**src/rtl/mem_arb_pkg.sv**
```systemverilog
// Shared definitions for the scratchpad port arbiter: default widths and port indices.
package mem_arb_pkg;

  localparam int ADDR_W = 10;
  localparam int DATA_W = 64;

  localparam logic PORT0 = 1'b0;
  localparam logic PORT1 = 1'b1;

endpackage

```
**src/rtl/rr_arb2.sv**
```systemverilog
// Two-way round-robin picker: a lone requester always wins, a tie goes to rr_ptr.
module rr_arb2 (
  input  logic [1:0] valid,
  input  logic       rr_ptr,
  output logic [1:0] grant,
  output logic       winner
);

  always_comb begin
    winner = 1'b0;
    case (valid)
      2'b01:   winner = 1'b0;
      2'b10:   winner = 1'b1;
      2'b11:   winner = rr_ptr;
      default: winner = 1'b0;
    endcase
    grant = 2'b00;
    if (|valid) grant = winner ? 2'b10 : 2'b01;
  end

endmodule

```
**src/rtl/mem_port_arbiter.sv**
```systemverilog
// Shares one single-port scratchpad between a RoCC port (0) and a DMA port (1),
// routing 1-cycle read data back to the issuing port and flagging protocol anomalies.
module mem_port_arbiter
  import mem_arb_pkg::*;
#(
  parameter int ADDR_W = mem_arb_pkg::ADDR_W,
  parameter int DATA_W = mem_arb_pkg::DATA_W
) (
  input  logic              clock,
  input  logic              reset,

  input  logic              p0_req_valid,
  output logic              p0_req_ready,
  input  logic              p0_req_wren,
  input  logic [ADDR_W-1:0] p0_req_addr,
  input  logic [DATA_W-1:0] p0_req_wrdata,
  output logic              p0_resp_valid,
  output logic [DATA_W-1:0] p0_resp_data,

  input  logic              p1_req_valid,
  output logic              p1_req_ready,
  input  logic              p1_req_wren,
  input  logic [ADDR_W-1:0] p1_req_addr,
  input  logic [DATA_W-1:0] p1_req_wrdata,
  output logic              p1_resp_valid,
  output logic [DATA_W-1:0] p1_resp_data,

  output logic              mem_rqvalid,
  output logic              mem_wren,
  output logic [ADDR_W-1:0] mem_addr,
  output logic [DATA_W-1:0] mem_wrdata,
  input  logic              mem_rdvalid,
  input  logic [DATA_W-1:0] mem_rddata,

  output logic              err_sticky
);

  logic [1:0]        req_vld;
  logic [1:0]        grant;
  logic              winner;
  logic              any_grant;
  logic              win_wren;
  logic              rr_ptr;
  logic              pend_vld;
  logic              pend_owner;
  logic              resp_fire;
  logic [DATA_W-1:0] p0_hold;
  logic [DATA_W-1:0] p1_hold;

  // Masking valid with reset keeps ready and both memory enables low while in reset.
  assign req_vld = {p1_req_valid, p0_req_valid} & {2{~reset}};

  rr_arb2 u_rr_arb2 (
    .valid  (req_vld),
    .rr_ptr (rr_ptr),
    .grant  (grant),
    .winner (winner)
  );

  assign any_grant    = |grant;
  assign p0_req_ready = grant[PORT0];
  assign p1_req_ready = grant[PORT1];

  always_comb begin
    mem_addr   = p0_req_addr;
    mem_wrdata = p0_req_wrdata;
    win_wren   = p0_req_wren;
    if (winner == PORT1) begin
      mem_addr   = p1_req_addr;
      mem_wrdata = p1_req_wrdata;
      win_wren   = p1_req_wren;
    end
  end

  assign mem_wren    = any_grant & win_wren;
  assign mem_rqvalid = any_grant & ~win_wren;

  // Read data passes straight through to the owner; the hold registers cover idle cycles.
  assign resp_fire     = mem_rdvalid & pend_vld;
  assign p0_resp_valid = resp_fire & (pend_owner == PORT0);
  assign p1_resp_valid = resp_fire & (pend_owner == PORT1);
  assign p0_resp_data  = p0_resp_valid ? mem_rddata : p0_hold;
  assign p1_resp_data  = p1_resp_valid ? mem_rddata : p1_hold;

  always_ff @(posedge clock or posedge reset) begin
    if (reset) begin
      rr_ptr     <= 1'b0;
      pend_vld   <= 1'b0;
      pend_owner <= 1'b0;
      err_sticky <= 1'b0;
      p0_hold    <= '0;
      p1_hold    <= '0;
    end else begin
      if (any_grant) rr_ptr <= ~winner;
      pend_vld <= mem_rqvalid;
      if (mem_rqvalid) pend_owner <= winner;
      if (p0_resp_valid) p0_hold <= mem_rddata;
      if (p1_resp_valid) p1_hold <= mem_rddata;
      // Data without a pending read, or a pending read without data, both count.
      if (mem_rdvalid != pend_vld) err_sticky <= 1'b1;
    end
  end

endmodule

```
**config.mk**
```make
export PLATFORM = sky130hd
export DESIGN_NAME = mem_port_arbiter
export DESIGN_NICKNAME = d
export VERILOG_FILES = /design/src/rtl/mem_arb_pkg.sv /design/src/rtl/rr_arb2.sv /design/src/rtl/mem_port_arbiter.sv
export SDC_FILE = /design/constraint.sdc
export NUM_CORES = 1
export LEC_CHECK = 0
export CAP_MARGIN = 20
export CORE_AREA = 2 2 167 169
export DETAILED_ROUTE_END_ITERATION = 8
export DIE_AREA = 0 0 169 171
export DONT_BUFFER_PORTS = 1
export PLACE_DENSITY = 0.42
export SLEW_MARGIN = 20
export SYNTH_ARGS = -nofsm -noshare
export SYNTH_HDL_FRONTEND = slang
export SYNTH_SLANG_ARGS = --single-unit
```
**constraint.sdc**
```tcl
create_clock -name clock -period 2.6 [get_ports clock]
set_input_delay 0.13 -clock clock [delete_from_list [all_inputs] [get_ports clock]]
set_output_delay 0.13 -clock clock [all_outputs]
set_load 0.02 [all_outputs]
```
==> flow_metrics.tcl <==
set metrics [dict create \
    required_ps 2470 \
    final_layout_size_suffix_gt1_share_pct 53.1 \
    seq_area_frac_synth_pct 55.9 \
    first_global_vias 3743 \
    syn_area_um2 5900 \
    syn_avg_cell_area_um2 15.7 \
    fin_cells 814 \
    grt_overflow 0 \
    setup_viol 0 \
    hold_violations 0 \
    synth_fa_ha_area_share_pct 0.212 \
    syn_inst 376 \
    crit_type "reg -> out" \
    cts-root-buf "clkbuf_16" \
    ys_warn_count 0 \
    endpoint_kind "output pin" \
    ioPinCount 428 \
    placed_cells 707 \
    crit_slowest_cell "nor2b_4" \
    grt_pass1_wl_um 29600 \
    synth-compound-area-share_pct 0.318 \
    synth-seq-cells 132 \
    p_per_area_nw_per_um2 1120 \
    cts_tree "built" \
    worstPathArrival_ps 2200 \
    worstReg2RegStart "pend_vld" \
    vias 3625 \
    cp_max_fo 27 \
    worst_slew_pin_slew_ps 744 \
    clk_pin_slew_ps 60 \
    ir_drop_uv 414 \
    power_leakage_nw 3.23 \
    die_area_um2 28900 \
    synth_top_family_by_area "multiplexers" \
    cpPeakStageDelay_ps 520 \
    wl_met2_um 12400 \
    ctsHtreeMaxLevel 4 \
    routedWlPerCell_um 27.8 \
    grt_max_degree 81 \
    antenna_found_initial 11 \
    synthXorXnorAreaFrac_pct 0 \
    cts_sinks 132 \
    area_growth_pct 29.3 \
    syn-num-nets 596 \
    start_kind "flip-flop" \
    hold_path.class "in -> reg" \
    post_cts_resize_count 0 \
    drv_cap 0 \
    dp_hpwl_um 18400 \
    crit_path_cell_trace "ha_1 > nor2b_4 > buf_12 > mux2_2" \
    synth_cell_types 20 \
    p_int_mw 5.29 \
    synth_mux_area_share_pct 39.8 \
    drc 0 \
    clock_latency_ps 410 \
    io_buffer_count 0 \
    drt_iter0_markers 179 \
    clock_skew_ps 13.2 \
    status "finished clean" \
    n_fill_cell 2753 \
    grt_use_total_pct 14.7 \
    start_util_pct 21.6 \
    clockBufferDepth 2 \
    core_area_um2 27300 \
    fin_crit_sh_pct 89.5 \
    fin_crit_ps 2330 \
    die_h_um 171 \
    rows 61 \
    hp-start "p1_req_wren" \
    slew_violations 0 \
    slew_headroom_pct 50.4 \
    cts_setup_buffers 0 \
    antenna_left 0 \
    synth-simple-area-share_pct 1.08 \
    comb_power_share_pct 35.1 \
    critPathTopFamily "simple AND/OR/NAND/NOR gates" \
    topRoutingLayerUsed "met4" \
    cp-startpoint "pend_vld" \
    gp_congestion 0.945 \
    die_w_um 169 \
    wirelength_um 22600 \
    cts.hold.buffers_added 70 \
    tns_ps 0 \
    dr.pass1.iters 4 \
    rsz0062_at_grt "false" \
    final_cell_mix "mux2_2, dfrtp_1, dlygate4sd3_1" \
    dr_wl_met3_um 2210 \
    p_sw_share_pct 38.1 \
    drt-met1-wl_um 7550 \
    cts_buffers 17 \
    viasPerCell 4.45 \
    pwr-share-clk_pct 28.9 \
    pwr-share-seq_pct 36.0 \
    switching_power_mw 3.26 \
    worst-path-buf-inv 1 \
    layout_commonest_cell "mux2_2" \
    fmax_mhz 430 \
    layout.nets 670 \
]
[layer usage]
layer | up-vias | global-route usage [%]
met5 | - | 0
met4 | 0 | 4.27
met3 | 29 | 6.43
met2 | 245 | 28.3
met1 | 1850 | 14.2
li1 | 1501 | -
[area by class of cell]
cell class              instances  area [um2]  share of cell area [%]
clock inverters                14         178                    2.33
inverters                       4        20.0                   0.262
diodes                          5        12.5                   0.164
repair buffers                 77         795                    10.4
multi-input cells             218        2460                    32.3
flip-flops and latches        132        3300                    43.3
well taps                     346         433                    5.67
clock buffers                  18         429                    5.62
[cell usage after synthesis]
library cell	number	share of area, %
inv_1	3	0.19
or2_2	1	0.11
buf_4	5	0.64
nand2_1	2	0.13
and3_1	1	0.11
nand2b_1	2	0.21
nor2b_1	1	0.11
inv_2	1	0.064
nand4_1	1	0.11
buf_2	14	1.2
mux2_2	186	35
nor3_1	1	0.085
buf_6	3	0.57
dfrtp_1	132	56
ha_1	1	0.21
o21ai_0	2	0.17
mux2_4	17	4.3
o2bb2ai_1	1	0.15
nand3_2	1	0.17
nor2_1	1	0.064
[worst register-to-register path, cell delays in order (launching register included)]
cell	delay, ps
dfrtp_1	330
ha_1	200
nor2b_4	520
buf_12	290
mux2_2	450
[metrics by stage]
| stage | util, % | total power [mW] | hold slack, ps | instance area, um2 | setup WS, ps |
|---|---|---|---|---|---|
| floorplan | - | 5.53 | 212 | 5910 | 224 |
| finish | 27.9 | 8.55 | 70.2 | 7630 | 273 |
| CTS | 27.9 | 8.65 | 205 | 7620 | 228 |
| global route | 27.9 | 8.92 | 103 | 7630 | 161 |
| detailed placement | 23.1 | 6.03 | 229 | 6310 | 670 |
| global placement | 23.1 | 6.00 | 221 | 6310 | 722 |
[cells by family after synthesis]
kind of cell	Yosys count
muxes	203
DFF	132
AOI/OAI and AO/OA	3
adders and majority gates	1
and+or+nand+nor	11
buffers and inverters	26
[sequential cells by signal (all words and copies together), names as in the netlist]
register	count
pend_vld	1
rr_ptr	1
err_sticky	1
p0_hold	64
pend_owner	1
p1_hold	64
[final timing paths]
kind | to | slack (ps) | cells past startpoint
setup / recovery | p0_resp_data[26] | 270 | 4
hold / removal | pend_vld | 70 | 1
setup reg to reg | p0_hold[26] | 660 | 4
hold reg to reg | rr_ptr | 550 | 2
max in group asynchronous | p0_hold[10] | 1560 | 3
min in group asynchronous | rr_ptr | 500 | 3
[power by group through the flow]
stage	combinational, mW	clock (mW)	sequential [mW]
floorplan	2.50	0	3.03
global placement	2.91	0	3.09
detailed placement	2.91	0	3.11
CTS	3.03	2.54	3.08
global route	3.12	2.64	3.16
finish	3.00	2.48	3.08
Note: power is estimated with default switching activity, not from simulation.
